**src/rtl/sfq_cell_pkg.sv**
```systemverilog
// Shared types and helpers for the tick-accurate RSFQ cell models.
package sfq_cell_pkg;

  typedef enum logic {EMPTY = 1'b0, LOADED = 1'b1} cell_state_e;

  localparam int POP_W = 64;

  function automatic logic [31:0] sat_add(input logic [31:0] a,
                                          input logic [31:0] b,
                                          input logic [31:0] max_v);
    logic [32:0] s;
    s = {1'b0, a} + {1'b0, b};
    return (s > {1'b0, max_v}) ? max_v : s[31:0];
  endfunction

  function automatic logic [31:0] popcount(input logic [POP_W-1:0] v);
    logic [31:0] c;
    c = '0;
    for (int i = 0; i < POP_W; i++) c = c + {31'd0, v[i]};
    return c;
  endfunction

endpackage

```
**src/rtl/sfq_or_n_tick_if.sv**
```systemverilog
// Pulse/status bundle of the N-input clocked-OR tick model.
interface sfq_or_n_tick_if #(
  parameter int N_IN  = 2,
  parameter int ERR_W = 8
);
  logic [N_IN-1:0]  in_tgl;
  logic             sfq_clk_tgl;
  logic             out_tgl;
  logic             err_pulse;
  logic             err_sticky;
  logic [ERR_W-1:0] err_count;
  logic             loaded;

  modport master (output in_tgl, sfq_clk_tgl,
                  input  out_tgl, err_pulse, err_sticky, err_count, loaded);
  modport slave  (input  in_tgl, sfq_clk_tgl,
                  output out_tgl, err_pulse, err_sticky, err_count, loaded);
endinterface

```
**src/rtl/sfq_toggle_delay.sv**
```systemverilog
// DELAY_TICKS-deep flip-request pipeline; o_flip strobes the tick before the
// output toggle is due, so a request at edge e flips its consumer at e+DELAY_TICKS.
module sfq_toggle_delay #(
  parameter int DELAY_TICKS = 7
) (
  input  logic clk,
  input  logic rst,
  input  logic i_req,
  output logic o_flip
);
  logic [DELAY_TICKS-1:0] r_sr;

  always_ff @(posedge clk) begin
    if (rst) r_sr <= '0;
    else     r_sr <= (r_sr << 1) | DELAY_TICKS'(i_req);
  end

  assign o_flip = r_sr[DELAY_TICKS-1];
endmodule

```
**src/rtl/sfq_or_n_tick.sv**
```systemverilog
// N-input clocked-OR RSFQ cell, tick-accurate: toggle-encoded pulses, setup/hold
// guards counted in clk ticks, violations counted instead of propagating X.
module sfq_or_n_tick
  import sfq_cell_pkg::*;
#(
  parameter int N_IN           = 2,
  parameter int DELAY_TICKS    = 7,
  parameter int CT0_TICKS      = 1,
  parameter int CT1_TICKS      = 4,
  parameter int IN_GUARD_TICKS = 2,
  parameter int ERR_W          = 8
) (
  input  logic          clk,
  input  logic          rst,
  sfq_or_n_tick_if.slave bus
);
  localparam int GW = $clog2(CT0_TICKS + CT1_TICKS + IN_GUARD_TICKS + 2);
  localparam int VW = $clog2(N_IN + 2);
  localparam logic [31:0] ERR_MAX = (ERR_W >= 32) ? 32'hFFFF_FFFF
                                                  : ((32'd1 << ERR_W) - 32'd1);

  cell_state_e      r_state, w_state_nxt;
  logic [N_IN-1:0]  r_prev_in, w_ev_in, w_acc, w_rej;
  logic             r_prev_clk, w_ev_clk;
  logic [GW-1:0]    r_cg, r_ig, w_cg_dec, w_ig_dec, w_cg_nxt, w_ig_nxt;
  logic [VW-1:0]    w_k, w_nviol;
  logic             w_flip_req, w_clk_viol, w_flip;
  logic             r_out, r_err_pulse, r_err_sticky;
  logic [ERR_W-1:0] r_err_cnt;

  always_comb begin
    w_ev_in     = bus.in_tgl ^ r_prev_in;
    w_ev_clk    = bus.sfq_clk_tgl ^ r_prev_clk;
    w_cg_dec    = (r_cg == '0) ? '0 : r_cg - GW'(1);
    w_ig_dec    = (r_ig == '0) ? '0 : r_ig - GW'(1);
    w_state_nxt = r_state;
    w_cg_nxt    = w_cg_dec;
    w_ig_nxt    = w_ig_dec;
    w_flip_req  = 1'b0;
    w_clk_viol  = 1'b0;

    // Data step first: events inside the hold window are dropped and counted.
    w_acc = (w_ig_dec != '0) ? '0 : w_ev_in;
    w_rej = (w_ig_dec != '0) ? w_ev_in : '0;
    w_k   = VW'(popcount(64'(w_acc)));
    if (w_k != '0) begin
      w_state_nxt = LOADED;
      w_cg_nxt    = (w_k == VW'(1) && r_state == EMPTY) ? GW'(CT0_TICKS)
                                                        : GW'(CT1_TICKS);
    end

    // Clock step sees the guard as just reloaded by this tick's inputs.
    if (w_ev_clk) begin
      if (w_cg_nxt != '0) begin
        w_clk_viol = 1'b1;
      end else if (w_state_nxt == LOADED) begin
        w_flip_req  = 1'b1;
        w_state_nxt = EMPTY;
        w_ig_nxt    = GW'(IN_GUARD_TICKS);
      end
    end

    w_nviol = VW'(popcount(64'(w_rej))) + VW'(w_clk_viol);
  end

  always_ff @(posedge clk) begin
    if (rst) begin
      r_state      <= EMPTY;
      r_cg         <= '0;
      r_ig         <= '0;
      r_prev_in    <= bus.in_tgl;
      r_prev_clk   <= bus.sfq_clk_tgl;
      r_out        <= 1'b0;
      r_err_pulse  <= 1'b0;
      r_err_sticky <= 1'b0;
      r_err_cnt    <= '0;
    end else begin
      r_state      <= w_state_nxt;
      r_cg         <= w_cg_nxt;
      r_ig         <= w_ig_nxt;
      r_prev_in    <= bus.in_tgl;
      r_prev_clk   <= bus.sfq_clk_tgl;
      r_out        <= r_out ^ w_flip;
      r_err_pulse  <= (w_nviol != '0);
      r_err_sticky <= r_err_sticky | (w_nviol != '0);
      r_err_cnt    <= ERR_W'(sat_add(32'(r_err_cnt), 32'(w_nviol), ERR_MAX));
    end
  end

  sfq_toggle_delay #(.DELAY_TICKS(DELAY_TICKS)) u_dly (
    .clk    (clk),
    .rst    (rst),
    .i_req  (w_flip_req),
    .o_flip (w_flip)
  );

  assign bus.out_tgl    = r_out;
  assign bus.err_pulse  = r_err_pulse;
  assign bus.err_sticky = r_err_sticky;
  assign bus.err_count  = r_err_cnt;
  assign bus.loaded     = (r_state == LOADED);
endmodule

```
**src/flat_wrapper.sv**
```systemverilog
// flat-port wrapper written by rule: the top's interface ports become plain ports
module sfq_or_n_tick_flat import sfq_cell_pkg::*;
#(
  parameter int N_IN           = 2,
  parameter int DELAY_TICKS    = 7,
  parameter int CT0_TICKS      = 1,
  parameter int CT1_TICKS      = 4,
  parameter int IN_GUARD_TICKS = 2,
  parameter int ERR_W          = 8
)
  (clk, rst, bus_in_tgl, bus_sfq_clk_tgl, bus_out_tgl, bus_err_pulse, bus_err_sticky, bus_err_count, bus_loaded);
  sfq_or_n_tick_if #(.N_IN(N_IN), .ERR_W(ERR_W)) bus_i ();
  input  logic clk;
  input  logic rst;
  input wire logic [$bits(bus_i.in_tgl)-1:0] bus_in_tgl;
  input wire logic [$bits(bus_i.sfq_clk_tgl)-1:0] bus_sfq_clk_tgl;
  output wire logic [$bits(bus_i.out_tgl)-1:0] bus_out_tgl;
  output wire logic [$bits(bus_i.err_pulse)-1:0] bus_err_pulse;
  output wire logic [$bits(bus_i.err_sticky)-1:0] bus_err_sticky;
  output wire logic [$bits(bus_i.err_count)-1:0] bus_err_count;
  output wire logic [$bits(bus_i.loaded)-1:0] bus_loaded;
  assign bus_i.in_tgl = bus_in_tgl;
  assign bus_i.sfq_clk_tgl = bus_sfq_clk_tgl;
  assign bus_out_tgl = bus_i.out_tgl;
  assign bus_err_pulse = bus_i.err_pulse;
  assign bus_err_sticky = bus_i.err_sticky;
  assign bus_err_count = bus_i.err_count;
  assign bus_loaded = bus_i.loaded;
  sfq_or_n_tick #(.N_IN(N_IN), .DELAY_TICKS(DELAY_TICKS), .CT0_TICKS(CT0_TICKS), .CT1_TICKS(CT1_TICKS), .IN_GUARD_TICKS(IN_GUARD_TICKS), .ERR_W(ERR_W)) u_core (.clk(clk), .rst(rst), .bus(bus_i));
endmodule
```
**config.mk**
```make
export PLATFORM = sky130hd
export DESIGN_NAME = sfq_or_n_tick_flat
export DESIGN_NICKNAME = d
export VERILOG_FILES = /design/src/rtl/sfq_cell_pkg.sv /design/src/rtl/sfq_or_n_tick_if.sv /design/src/rtl/sfq_toggle_delay.sv /design/src/rtl/sfq_or_n_tick.sv /design/src/flat_wrapper.sv
export SDC_FILE = /design/constraint.sdc
export NUM_CORES = 1
export LEC_CHECK = 0
export BUFFER_PORTS_ARGS = -buffer_cell sky130_fd_sc_hd__buf_2
export CORE_MARGIN = 5
export CORE_UTILIZATION = 40
export CTS_CLUSTER_SIZE = 28
export DETAILED_ROUTE_END_ITERATION = 10
export MAX_ROUTING_LAYER = met4
export SETUP_SLACK_MARGIN = 0.3
export SLEW_MARGIN = 20
export SYNTH_ARGS = -nofsm -noshare
export SYNTH_HDL_FRONTEND = slang
export SYNTH_HIERARCHICAL = 1
export SYNTH_SLANG_ARGS = --single-unit
```
**constraint.sdc**
```tcl
create_clock -name clk -period 9.35 [get_ports clk]
set_input_delay 0.935 -clock clk [delete_from_list [all_inputs] [get_ports clk]]
set_output_delay 0.935 -clock clk [all_outputs]
set_load 0.05 [all_outputs]
```
==> Yosys cells after proc, flatten, opt, wreduce, memory -nomap -nowiden <==
Index checks and enable logic that the tools add are counted.
{ "classes": {"n_addsub": 6, "div": 0, "mux": 18, "n_shift": 0, "reduce_logical": 7, "multipliers": 0, "magnitude_cmp": 1, "n_eq_ne": 1, "n_bitwise": 6} }
{ "op_table": {"columns": ["operator", "n"], "rows": [
  ["$mux 4", 6],
  ["$add 8x2->9", 1],
  ["$gt 9x8->1 const B", 1],
  ["$logic_not 4->1", 2],
  ["$mux 1", 8],
  ["$mux 8", 1],
  ["$reduce_bool 4->1", 2],
  ["$sub 4x1->4 const B", 2],
  ["$or 7x1->7", 1],
  ["$add 1x1->2", 2],
  ["$mux 2", 2],
  ["$reduce_bool 2->1", 2],
  ["$mux 3", 1],
  ["$add 2x1->2", 1],
  ["$eq 2x1->1 const B", 1],
  ["$xor 1x1->1", 2],
  ["$xor 2x2->2", 1],
  ["$logic_and 1x1->1", 1],
  ["$not 1->1", 1],
  ["$or 1x1->1", 1]
]} }
{ "totals": {"out_inout_bits": 12, "latch_bits": 0, "input_bits": 5, "n_memories": 0, "ram_bits": 0, "elab_cells": 49, "reg_bits": 30, "mem_bits_ro": 0} }

==> Logic depth before layout (Yosys ltp) <==
Gate-level depths: netlist of the first run.
{ "depth": {"ltp_word": 16, "ltp_mapped": 14, "ltp_nobuf": 14} }

==> By module <==
The synthesis of the first run kept the hierarchy.
{ "modules_own_cells": {"columns": ["mod", "n_inst", "seq_area_each_um2", "cells_each", "area_each_um2"], "rows": [
  ["sfq_or_n_tick", 1, 460.4, 114, 1067.3],
  ["sfq_toggle_delay", 1, 140.1, 14, 183.9]
]} }

==> Least setup slack after synthesis of the first run <==
No wires, ideal clock.
{ "synth_path": {"kind": "in2reg", "start": "input bus_in_tgl[1]", "end": "register u_core.r_err_cnt[6] (netlist: u_core/bus.err_count[6])", "t_required_ns": 9.218, "n_path_buf": 0, "arrival_time_ns": 3.625, "setup_slack_ns": 5.593, "stages": 14, "setup_time_ns": 0.132, "cell_sequence": "xnor2_1 -> nand2b_1 -> ha_1 -> nor3b_1 -> a21oi_2 -> a21boi_0 -> fa_1 -> ha_1 -> inv_1 -> fa_1 -> inv_1 -> and3_1 -> nor4bb_1 -> nor3_1"} }
{ "synth_via": {"elab_chain_len": 14, "word_cells_on_any_way": 17, "cone_classes": "add/sub: 4; order compare: 1; eq/ne: 1; mux: 7; bitwise: 1; reduce/logical: 3"} }
{ "synth_lines": {"columns": ["element", "line_no", "text"], "rows": [
  ["start, declared", "flat_wrapper.sv:15", "input wire logic [$bits(bus_i.in_tgl)-1:0] bus_in_tgl;"],
  ["$xor 2x2->2 (*)", "sfq_or_n_tick.sv:32", "w_ev_in = bus.in_tgl ^ r_prev_in;"],
  ["$mux 2", "sfq_or_n_tick.sv:43", "w_acc = (w_ig_dec != '0) ? '0 : w_ev_in;"],
  ["$add 1x1->2", "sfq_cell_pkg.sv:19", "for (int i = 0; i < POP_W; i++) c = c + {31'd0, v[i]};"],
  ["$eq 2x1->1", "sfq_or_n_tick.sv:48", "w_cg_nxt = (w_k == VW'(1) && r_state == EMPTY) ? GW'(CT0_TICKS)"],
  ["$logic_and 1x1->1", "sfq_or_n_tick.sv:48", null],
  ["$mux 3", "sfq_or_n_tick.sv:48", null],
  ["$mux 4", "sfq_or_n_tick.sv:46", "if (w_k != '0) begin"],
  ["$reduce_bool 4->1", "sfq_or_n_tick.sv:54", "if (w_cg_nxt != '0) begin"],
  ["$mux 1", "sfq_or_n_tick.sv:54", null],
  ["$mux 1", "sfq_or_n_tick.sv:53", "if (w_ev_clk) begin"],
  ["$add 2x1->2 (*)", "sfq_or_n_tick.sv:63", "w_nviol = VW'(popcount(64'(w_rej))) + VW'(w_clk_viol);"],
  ["$add 8x2->9 (*)", "sfq_cell_pkg.sv:12", "s = {1'b0, a} + {1'b0, b};"],
  ["$gt 9x8->1", "sfq_cell_pkg.sv:13", "return (s > {1'b0, max_v}) ? max_v : s[31:0];"],
  ["$mux 8 (*)", "sfq_cell_pkg.sv:13", null],
  ["end signal, assigned", "sfq_or_n_tick.sv:86", "r_err_cnt <= ERR_W'(sat_add(32'(r_err_cnt), 32'(w_nviol), ERR_MAX));"],
  ["end, declared", "sfq_or_n_tick.sv:29", "logic [ERR_W-1:0] r_err_cnt;"]
]} }
Mark *: on every way between the ends. The rest lies on a longest branch, timed or not.
A chain may end at the register's enable or synchronous reset.

==> Worst setup path after layout of the first run <==
{ "layout_path": {"start": "register u_core.r_ig[2]", "end": "register u_core.r_err_cnt[6] (netlist: u_core/bus.err_count[6])"} }
{ "layout_via": {"elab_chain_len": 16, "word_cells_on_any_way": 20, "cone_classes": "add/sub: 5; order compare: 1; eq/ne: 1; mux: 8; reduce/logical: 5"} }
{ "layout_lines": {"columns": ["element", "line_no", "text"], "rows": [
  ["start, declared", "sfq_or_n_tick.sv:25", "logic [GW-1:0] r_cg, r_ig, w_cg_dec, w_ig_dec, w_cg_nxt, w_ig_nxt;"],
  ["start signal, assigned", "sfq_or_n_tick.sv:80", "r_ig <= w_ig_nxt;"],
  ["$sub 4x1->4 or $logic_not 4->1 (tied branches)", "sfq_or_n_tick.sv:35", "w_ig_dec = (r_ig == '0) ? '0 : r_ig - GW'(1);"],
  ["$mux 4 (*)", "sfq_or_n_tick.sv:35", null],
  ["$reduce_bool 4->1 (*)", "sfq_or_n_tick.sv:43, sfq_or_n_tick.sv:44", null],
  ["$mux 2", "sfq_or_n_tick.sv:43", null],
  ["$add 1x1->2", "sfq_cell_pkg.sv:19", null],
  ["$eq 2x1->1", "sfq_or_n_tick.sv:48", null],
  ["$logic_and 1x1->1", "sfq_or_n_tick.sv:48", null],
  ["$mux 3", "sfq_or_n_tick.sv:48", null],
  ["$mux 4", "sfq_or_n_tick.sv:46", null],
  ["$reduce_bool 4->1", "sfq_or_n_tick.sv:54", null],
  ["$mux 1", "sfq_or_n_tick.sv:54", null],
  ["$mux 1", "sfq_or_n_tick.sv:53", null],
  ["$add 2x1->2 (*)", "sfq_or_n_tick.sv:63", null],
  ["$add 8x2->9 (*)", "sfq_cell_pkg.sv:12", null],
  ["$gt 9x8->1", "sfq_cell_pkg.sv:13", null],
  ["$mux 8 (*)", "sfq_cell_pkg.sv:13", null]
]} }
Marks and branches as above.

==> metrics.cfg, run 1 <==
[sta]
finalHoldViolations = 0
setup_viol = 0
finalCriticalPeriod_ps = 3820
whs_ps = 443
finalCritPeriodShare_pct = 40.8
clock_skew_ps = 4.38
setup_tns_ps = 0
fmax_mhz = 262
tightestPinTransition_ps = 600
slew_headroom_pct = 59.7
finalMaxSlewViolations = 0
grt_setup_unrepaired = no

[critical_path]
worstSetupPathType = reg -> reg
reg2reg_depth = 14
cpPeakStageDelay_ps = 550
cp.arrival_ps = 4030
cp_num_buf_inv = 2
crit_chain = nor3_1 > nand2_1 > ha_1 > nor3b_1 > a21oi_2 > a21boi_0 > fa_1 > ha_1 > inv_1 > fa_1 > inv_1 > and3_1 > nor4bb_1 > nor3_1
cp_max_fo = 7
crit_slowest_cell = fa_1
required_ps = 9560
cp.depth = 14
crit_family = simple AND/OR/NAND/NOR gates
crit_path_end_kind = flop
crit_path_start_kind = flop

[clock_network]
cts_resized = 0
cts.hold.buffers_added = 0
path_clk_slew_ps = 100
clk_latency_ps = 330
numCtsBuffers = 5
cts_setup_buffers = 0
htreeDepth = 2
cts_root_buffer = clkbuf_4
tritoncts = done
cts_buffer_depth = 2
cts_sinks = 30

[synthesis]
synth_top_cells_by_area = dfxtp_1 (48%), ha_1 (5.0%), nor2b_1 (5.0%), fa_1 (3.2%), nor2_1 (3.0%)
yosysSeqAreaShare_pct = 48.0
synth_most_common_cell = dfxtp_1
synthFlopType = dfxtp_1
synth_top_area_cell = dfxtp_1
ys_async_sr_fraction_pct = 0
netlist_area_um2 = 1250
syn-num-nets = 140
synth-edff-count = 0
synthCells = 128
synthDistinctLibCells = 33
synth_top_area_share_pct = 48.0
syn_area_per_cell_um2 = 9.78
netlist_top_cells_count = dfxtp_1 (30), nor2_1 (10), nor2b_1 (10)
ys_ff_latch = 30
yosysWarnings = 6

[global_route]
grt-ovfl-total = 0
antenna_found_initial = 0
grt_use_total_pct = 12.2
grt_pass1_vias = 920
grt_max_degree = 23
grt_first_pass_wirelength_um = 3820

[drt]
totalWireLength_um = 2190
vias_per_cell = 4.88
avgRoutedWirePerCell_um = 11.3
drt_iter0_drc = 42
drc = 0
dr.pass1.iters = 4
ant_nets = 0
via_count = 951

[die]
die_w_um = 65.9
dieArea_um2 = 4350
initial_utilization_pct = 41.3
rows = 20
fp.dieH_um = 65.9
io_pins = 17
core-area_um2 = 3030

[power_and_ir_drop]
power.density_nw_per_um2 = 189
leakagePower_nw = 0.623
ir_drop_v = 0.0000844

[final_layout]
fillers = 302
area_growth_pct = 15.6
n_antenna_cell = 0
final_layout_size_suffix_gt1_share_pct = 17.9
nets = 162

[place]
hpwlAfterDp_um = 1600
portBuffers = 16
place.gp.congestion = 0.933

[worst_hold_path]
hold_depth = 1
hp-class = reg -> reg

[job]
drv_cap = 0

[status]
status = finished, final reports clean

## area by class of cell
type,count,area (um^2),area share [%]
multi-input cells,88,613,42.4
clock inverters,2,12.5,0.865
flip-flops and latches,30,601,41.5
inverters,9,33.8,2.34
well taps,44,55.1,3.81
clock buffers,6,51.3,3.55
repair buffers,16,80.1,5.54
## flip-flops by register name (all words and copies together) (netlist names), 2 cells and up
| signal | flops |
|---|---|
| u_core/u_dly/r_sr | 7 |
| u_core/r_prev_in | 2 |
| u_core/r_ig | 4 |
| u_core/bus.err_count | 8 |
| u_core/r_cg | 4 |
## kinds of logic (layout without fill, tap and decap cells)
logic type                 count (synthesis)  after routing  share of synthesized area [%]
buffers and inverters                     10             33                           3.00
AOI/OAI and AO/OA                         27             27                           14.2
and+or+nand+nor                           48             48                           22.4
DFF                                       30             30                           48.0
adders and majority gates                  7              7                           8.20
xor gates and xnor gates                   6              6                           4.20
## layout by cell type (no fill, tap or decap), drive strengths merged, types with 2 or more instances in the layout
| cell type | count |
|---|---|
| dfxtp | 30 |
| buf | 16 |
| nor2b | 10 |
| nor2 | 10 |
| inv | 9 |
| nand2 | 7 |
| o21ai | 6 |
| clkbuf | 6 |
| a21oi | 6 |
| a31oi | 5 |
| ha | 5 |
| nor3 | 4 |
| xor2 | 4 |
| nor3b | 4 |
| xnor2 | 2 |
| nand3 | 2 |
| nand4 | 2 |
| a21o | 2 |
| and3 | 2 |
| o21a | 2 |
| nor4 | 2 |
| fa | 2 |
## per-layer routing
metal  global-route usage (%)  up-vias  wire length, um  share of wire [%]
met5                        -        -                0                  0
met4                     11.2        0               77                3.5
met3                     4.42        7              135                6.2
met2                     18.0       21              966                 44
met1                     12.4      431             1020                 46
li1                         -      492                -                  -
## per-stage QoR
stage / instances / instance area [um^2] / power, mW / setup slack, ps / utilization [%]
detailed placement: 187 / 1380 / 0.195 / 5180 / 45.7
global placement: 187 / 1380 / 0.194 / 5310 / 45.7
finish: 195 / 1450 / 0.273 / 5530 / 47.8
floorplan: 128 / 1250 / 0.183 / 5590 / -
global route: 195 / 1450 / 0.293 / 5230 / 47.8
CTS: 195 / 1450 / 0.278 / 5510 / 47.8
## final timing paths
check	end	startpoint	slack, ps
max reg2reg	u_core/bus.err_count[6]$_SDFF_PP0_	u_core/r_ig[2]$_SDFF_PP0_	5530
min	u_core/u_dly/r_sr[4]$_SDFF_PP0_	u_core/u_dly/r_sr[3]$_SDFF_PP0_	440
min reg2reg	u_core/u_dly/r_sr[4]$_SDFF_PP0_	u_core/u_dly/r_sr[3]$_SDFF_PP0_	440
max	u_core/bus.err_count[6]$_SDFF_PP0_	u_core/r_ig[2]$_SDFF_PP0_	5530
## power by group
| part | total (mW) | switching (mW) | internal, mW |
|---|---|---|---|
| clock | 0.0813 | 0.0453 | 0.0361 |
| sequential | 0.139 | 0.00488 | 0.134 |
| combinational | 0.0524 | 0.0350 | 0.0174 |
Power figures use the tool's default switching activity.
==> inputs of run 2 (changes only) <==
==> constraint.sdc (replaced) <==
create_clock -name clk -period 3.9 [get_ports clk]
set_input_delay 0.39 -clock clk [delete_from_list [all_inputs] [get_ports clk]]
set_output_delay 0.39 -clock clk [all_outputs]
set_load 0.05 [all_outputs]
==> run 2 against run 1 <==
  * Sequential share of layout area shrank 1.9 points
  * Fmax grew 13%
  * Count of clock-buffer cells in the layout is the same
  * Via count grew 4.4%
  * First-iteration DRC count grew 7.1%
  * Global-route usage grew 0.63 points
  * Die area is the same
  * Critical endpoint unchanged
==> metrics.cfg, run 2 (synthesized netlist as in run 1, its figures left out) <==
[status]
status = finished, final reports clean

[global_route]
grt-ovfl-total = 0  ; unchanged
antenna_found_initial = 0  ; unchanged
grt_use_total_pct = 12.8  ; +0.63 points
grt_first_pass_wirelength_um = 4070  ; +6.5%
grt_pass1_vias = 951  ; +3.4%
grt_max_degree = 23  ; unchanged

[clock_network]
path_clk_slew_ps = 90  ; about the same
numCtsBuffers = 5  ; unchanged
cts_sinks = 30  ; unchanged
cts_buffer_depth = 2  ; unchanged
htreeDepth = 2  ; unchanged
cts.hold.buffers_added = 0  ; unchanged
clk_latency_ps = 320  ; about the same
cts_root_buffer = clkbuf_4
tritoncts = done

[critical_path]
crit_chain = nor3_1 > buf_4 > nand2_1 > ha_2 > nor3b_1 > a21oi_2 > a21boi_1 > fa_1 > ha_1 > inv_1 > fa_1 > inv_2 > and3_4 > nor4bb_2 > nor3_1
crit_path_start_kind = flop
required_ps = 4090  ; -5470 ps
worstReg2RegStart = u_core/r_ig[2]$_SDFF_PP0_
cpPeakStageDelay_ps = 540  ; about the same
worstSetupPathType = reg -> reg
cp.arrival_ps = 3560  ; -470 ps
ff2ff_setup_slack_ps = 530  ; -5000 ps
cp_max_fo = 7  ; unchanged
reg2reg_depth = 15  ; +1
regToRegEndpoint = u_core/bus.err_count[6]$_SDFF_PP0_
crit_slowest_cell = fa_1
crit_path_end_kind = flop

[drt]
via_count = 993  ; +4.4%
ant_nets = 0  ; unchanged
avgRoutedWirePerCell_um = 12.4  ; +9.8%
drt_iter0_drc = 45  ; +7.1%
dr.pass1.iters = 4  ; unchanged
vias_per_cell = 5.04  ; +3.4%
drc = 0  ; unchanged
totalWireLength_um = 2430  ; +11%

[worst_hold_path]
min_to = u_core/r_prev_clk$_DFF_P_
hp-start = bus_sfq_clk_tgl
hold_depth = 1  ; unchanged
hp-class = in -> reg

[power_and_ir_drop]
pwr-share-seq_pct = 46.4  ; -4.6 points
p_int_uw = 518  ; +180%
power.density_nw_per_um2 = 476  ; +150%
p_clk_share_pct = 34.7  ; +4.9 points
p_sw_share_pct = 28.2  ; -3.0 points
ir_drop_v = 0.000399  ; +370%
power_frac_comb_pct = 18.9  ; -0.3 points
leakagePower_nw = 0.646  ; +3.6%
finalPower_uw = 722  ; +160%
p_switching_uw = 204  ; +140%

[sta]
setup_tns_ps = 0  ; unchanged
grt_setup_unrepaired = no
clock_skew_ps = 11.4  ; +7.00 ps
setup_viol = 0  ; unchanged
fmax_mhz = 297  ; +13%
slew_headroom_pct = 72.1  ; +12 points
tightestPinTransition_ps = 415  ; -184 ps
finalCritPeriodShare_pct = 86.4  ; +46 points
finalHoldViolations = 0  ; unchanged
finalMaxSlewViolations = 0  ; unchanged
finalCriticalPeriod_ps = 3370  ; -448 ps

[place]
place.gp.congestion = 0.799  ; -14%
dp_cells = 188  ; +0.53%
portBuffers = 16  ; unchanged
hpwlAfterDp_um = 1720  ; +7.6%

[die]
rows = 20  ; unchanged
initial_utilization_pct = 41.3  ; unchanged
fp.dieH_um = 65.9  ; unchanged
io_pins = 17  ; unchanged
core-area_um2 = 3030  ; unchanged
die_w_um = 65.9  ; unchanged
dieArea_um2 = 4350  ; unchanged

[final_layout]
area_growth_pct = 21.1
final_cells = 197  ; +1.0%
postLayoutCoreUtil_pct = 50.0  ; +2.3 points
nets = 165  ; +1.9%
layout_common_cells = dfxtp_1 (30), buf_2 (16), nor2b_1 (10), nor2_1 (10), inv_1 (8)
fillers = 301  ; -0.33%
largest_reg_flops = 8  ; unchanged
multiInputGateArea_um2 = 642  ; +4.7%
seq_area_um2 = 601  ; unchanged
layout_commonest_cell = dfxtp_1
n_antenna_cell = 0  ; unchanged
final_layout_size_suffix_gt1_share_pct = 23.5  ; +5.6 points

[job]
drv_cap = 0  ; unchanged

## run 2: repair_timing
item	4_1_cts	5_1_grt
cloned	0	0
setup buffers	0	2
setup endpoints to repair	1	2
gates resized for setup	1	7
pin swaps	0	1
## run 2: stage by stage
step,hold WS [ps],setup slack [ps],instance area [um^2]
3_3_place_gp,418,372,1390
2_1_floorplan,414,534,1250
5_1_grt,167,307,1520
6_report,194,529,1520
3_5_place_dp,421,272,1390
4_1_cts,176,331,1470
## run 2: area by class of cell
cell class	instances	share of cell area, %
multi-input combinational	88	42.4
sequential	30	39.6
timing repair buffer	19	6.77
tap	44	3.63
clock buffer	6	3.39
inverter	9	2.23
clock inverter	1	1.98
## run 2: power by group through the flow
stage / logic [mW] / registers, mW / clock network (mW)
floorplan: 0.0670 / 0.372 / 0
global placement: 0.125 / 0.341 / 0
detailed placement: 0.128 / 0.341 / 0
CTS: 0.129 / 0.334 / 0.261
global route: 0.150 / 0.337 / 0.280
finish: 0.136 / 0.335 / 0.251
## run 2: routing by layer
metal  track usage (%)  part of all wire [%]  vias to the layer above
met1              13.0                    41                      469
met3              5.78                   6.3                        7
met4              5.58                   2.2                        0
met5                 -                     0                        -
met2              21.3                    51                       21
li1                  -                     -                      496
## run 2: worst max-delay path by stage
stage / from / endpoint
5_1_grt: u_core/r_ig[2]$_SDFF_PP0_ / u_core/bus.err_count[6]$_SDFF_PP0_
4_1_cts: u_core/r_ig[2]$_SDFF_PP0_ / u_core/bus.err_count[6]$_SDFF_PP0_
3_5_place_dp: bus_in_tgl[1] / u_core/bus.err_count[6]$_SDFF_PP0_
6_report: u_core/r_ig[2]$_SDFF_PP0_ / u_core/bus.err_count[6]$_SDFF_PP0_
2_1_floorplan: u_core/r_ig[2]$_SDFF_PP0_ / u_core/bus.err_count[6]$_SDFF_PP0_
3_3_place_gp: bus_in_tgl[1] / u_core/bus.err_count[6]$_SDFF_PP0_
## run 2: critical path: cells and delay by family (launching register included)
family / cells / cell delay [ps]
adders and majority gates: 4 / 1350
and+or+nand+nor: 6 / 960
DFF: 1 / 340
buffers and inverters: 3 / 310
AOI/OAI and AO/OA: 2 / 280
==> inputs of run 3 (changes only) <==
--- a/config.mk
+++ b/config.mk
@@ -6,11 +6,11 @@
 export NUM_CORES = 1
 export LEC_CHECK = 0
 export BUFFER_PORTS_ARGS = -buffer_cell sky130_fd_sc_hd__buf_2
-export CORE_MARGIN = 5
 export CORE_UTILIZATION = 40
 export CTS_CLUSTER_SIZE = 28
 export DETAILED_ROUTE_END_ITERATION = 10
 export MAX_ROUTING_LAYER = met4
+export RECOVER_POWER = 50
 export SETUP_SLACK_MARGIN = 0.3
 export SLEW_MARGIN = 20
 export SYNTH_ARGS = -nofsm -noshare
==> run 3 against run 2 <==
  * Critical path type unchanged
  * Cell count fell by 7.6%
  * Register-to-register slack worse by 120 ps
  * Clock power is 28% higher
  * The run now ends with design-rule violations left
==> metrics.cfg, run 3 (synthesized netlist as in run 1, its figures left out) <==
[clock_network]
clk_latency_ps = 320  ; about the same
cts_buffer_depth = 2  ; unchanged
numCtsBuffers = 5  ; unchanged
path_clk_slew_ps = 100  ; about the same
cts_root_buffer = clkbuf_4
cts_setup_buffers = 0  ; unchanged
tritoncts = done
cts_sinks = 30  ; unchanged
htreeDepth = 2  ; unchanged
cts.hold.buffers_added = 0  ; unchanged

[power_and_ir_drop]
power.density_nw_per_um2 = 526  ; +10%
power_frac_comb_pct = 16.2  ; -2.7 points
leakagePower_nw = 0.605  ; -6.3%
finalPower_uw = 783  ; +8.5%
p_sw_share_pct = 25.9  ; -2.3 points
pwr-share-seq_pct = 42.8  ; -3.6 points
p_int_uw = 580  ; +12%
p_switching_uw = 203  ; -0.43%
ir_drop_v = 0.000264  ; -34%
p_clk_share_pct = 41.0  ; +6.3 points

[die]
die_w_um = 57.9  ; -12%
rows = 19  ; -5.0%
initial_utilization_pct = 43.9  ; +2.5 points
dieArea_um2 = 3360  ; -23%
core-area_um2 = 2850  ; -5.8%
io_pins = 17  ; unchanged
fp.dieH_um = 57.9  ; -12%

[drt]
vias_per_cell = 5.36  ; +6.4%
drc = 1  ; +1
avgRoutedWirePerCell_um = 12.5  ; +1.5%
drt_iter0_drc = 28  ; -38%
dr.pass1.iters = 7  ; +3
via_count = 976  ; -1.7%
totalWireLength_um = 2280  ; -6.2%
ant_nets = 0  ; unchanged

[final_layout]
largest_reg_flops = 8  ; unchanged
multiInputGateArea_um2 = 641  ; -0.20%
n_antenna_cell = 0  ; unchanged
fillers = 275  ; -8.6%
final_cells = 182  ; -7.6%
seq_area_um2 = 602  ; +0.21%
area_growth_pct = 19.0
final_layout_size_suffix_gt1_share_pct = 11.9  ; -12 points
layout_commonest_cell = dfxtp_1
nets = 162  ; -1.8%
layout_common_cells = dfxtp_1 (29), clkbuf_1 (14), nor2b_1 (10), nor2_1 (10), inv_1 (9)

[worst_hold_path]
hp-class = in -> reg

[critical_path]
cp.arrival_ps = 3670  ; +110 ps
crit_path_end_kind = flop
worstSetupPathType = reg -> reg
crit_path_start_kind = flop
required_ps = 4080  ; about the same
cp_max_fo = 7  ; unchanged

[job]
drv_cap = 0  ; unchanged

[place]
dp_cells = 174  ; -7.4%
portBuffers = 16  ; unchanged
hpwlAfterDp_um = 1530  ; -11%
post-place-ws_ps = 233  ; -39.0 ps
place.gp.congestion = 0.846  ; +5.9%

[sta]
whs_ps = 216  ; +21.9 ps
setup_tns_ps = 0  ; unchanged
tightestPinTransition_ps = 942  ; +527 ps
slew_headroom_pct = 37.2  ; -35 points
finalMaxSlewViolations = 0  ; unchanged
setup_viol = 0  ; unchanged
fin_ws_ps = 408  ; -121 ps
grt_setup_unrepaired = no
clock_skew_ps = 12.0  ; +0.636 ps
finalCritPeriodShare_pct = 89.5  ; +3.1 points
finalHoldViolations = 0  ; unchanged
fmax_mhz = 286  ; -3.5%
finalCriticalPeriod_ps = 3490  ; +121 ps

[global_route]
grt_max_degree = 23  ; unchanged
grt_pass1_vias = 970  ; +2.0%
antenna_found_initial = 0  ; unchanged
grt_use_total_pct = 15.7  ; +2.9 points
grt_first_pass_wirelength_um = 3900  ; -4.2%
grt-ovfl-total = 0  ; unchanged

[status]
violations = design-rule violations
status = finished, violations left

-- run 3: cell type report --
| type | instances | share of cell area (%) |
|---|---|---|
| multi-input combinational | 88 | 43.0 |
| sequential | 30 | 40.4 |
| timing repair buffer | 16 | 4.20 |
| clock inverter | 2 | 4.03 |
| clock buffer | 6 | 3.45 |
| tap | 31 | 2.61 |
| inverter | 9 | 2.27 |
-- run 3: per-layer routing --
layer | routed length [um] | up-vias | GRT usage [%]
met4 | 14 | 0 | 7.14
met2 | 1060 | 29 | 25.1
met5 | 0 | - | -
li1 | - | 491 | -
met3 | 135 | 2 | 4.69
met1 | 1070 | 454 | 18.1
-- run 3: final timing paths --
kind | cells after the start | slack [ps] | from | end
worst max-delay path | 14 | 410 | u_core/r_ig[1]$_SDFF_PP0_ | u_core/bus.err_count[6]$_SDFF_PP0_
worst min-delay path | 1 | 220 | bus_sfq_clk_tgl | u_core/r_prev_clk$_DFF_P_
worst max register to register | 14 | 410 | u_core/r_ig[1]$_SDFF_PP0_ | u_core/bus.err_count[6]$_SDFF_PP0_
worst min register to register | 1 | 440 | u_core/u_dly/r_sr[1]$_SDFF_PP0_ | u_core/u_dly/r_sr[2]$_SDFF_PP0_
-- run 3: timing repair --
action | CTS | global route
pin swaps | 0 | 2
endpoints found under the setup margin | 1 | 1
gates resized for setup | 1 | 6
-- run 3: worst max-delay path, stage by stage, from the launching register on --
cell	delay, ps
dfxtp_2	360
nor3_4	250
nand2_1	100
ha_1	290
nor3b_1	180
a21oi_2	180
a21boi_0	140
fa_1	540
ha_1	170
inv_1	60
fa_1	390
inv_1	120
and3_1	220
nor4bb_2	290
nor3_1	70
-- run 3: metrics by stage --
| stage | cell area [um^2] | utilization, % |
|---|---|---|
| final | 1490 | 52.2 |
| after global routing | 1490 | 52.2 |
| after CTS | 1480 | 52.0 |
| after detailed placement | 1370 | 47.9 |
| after global placement | 1370 | 47.9 |
| after floorplan | 1250 | - |
-- run 3: power by group through the flow --
stage	registers [mW]	logic, mW	clock network, mW
floorplan	0.372	0.0670	0
global placement	0.341	0.124	0
detailed placement	0.341	0.126	0
CTS	0.334	0.127	0.330
global route	0.338	0.139	0.339
finish	0.335	0.127	0.321
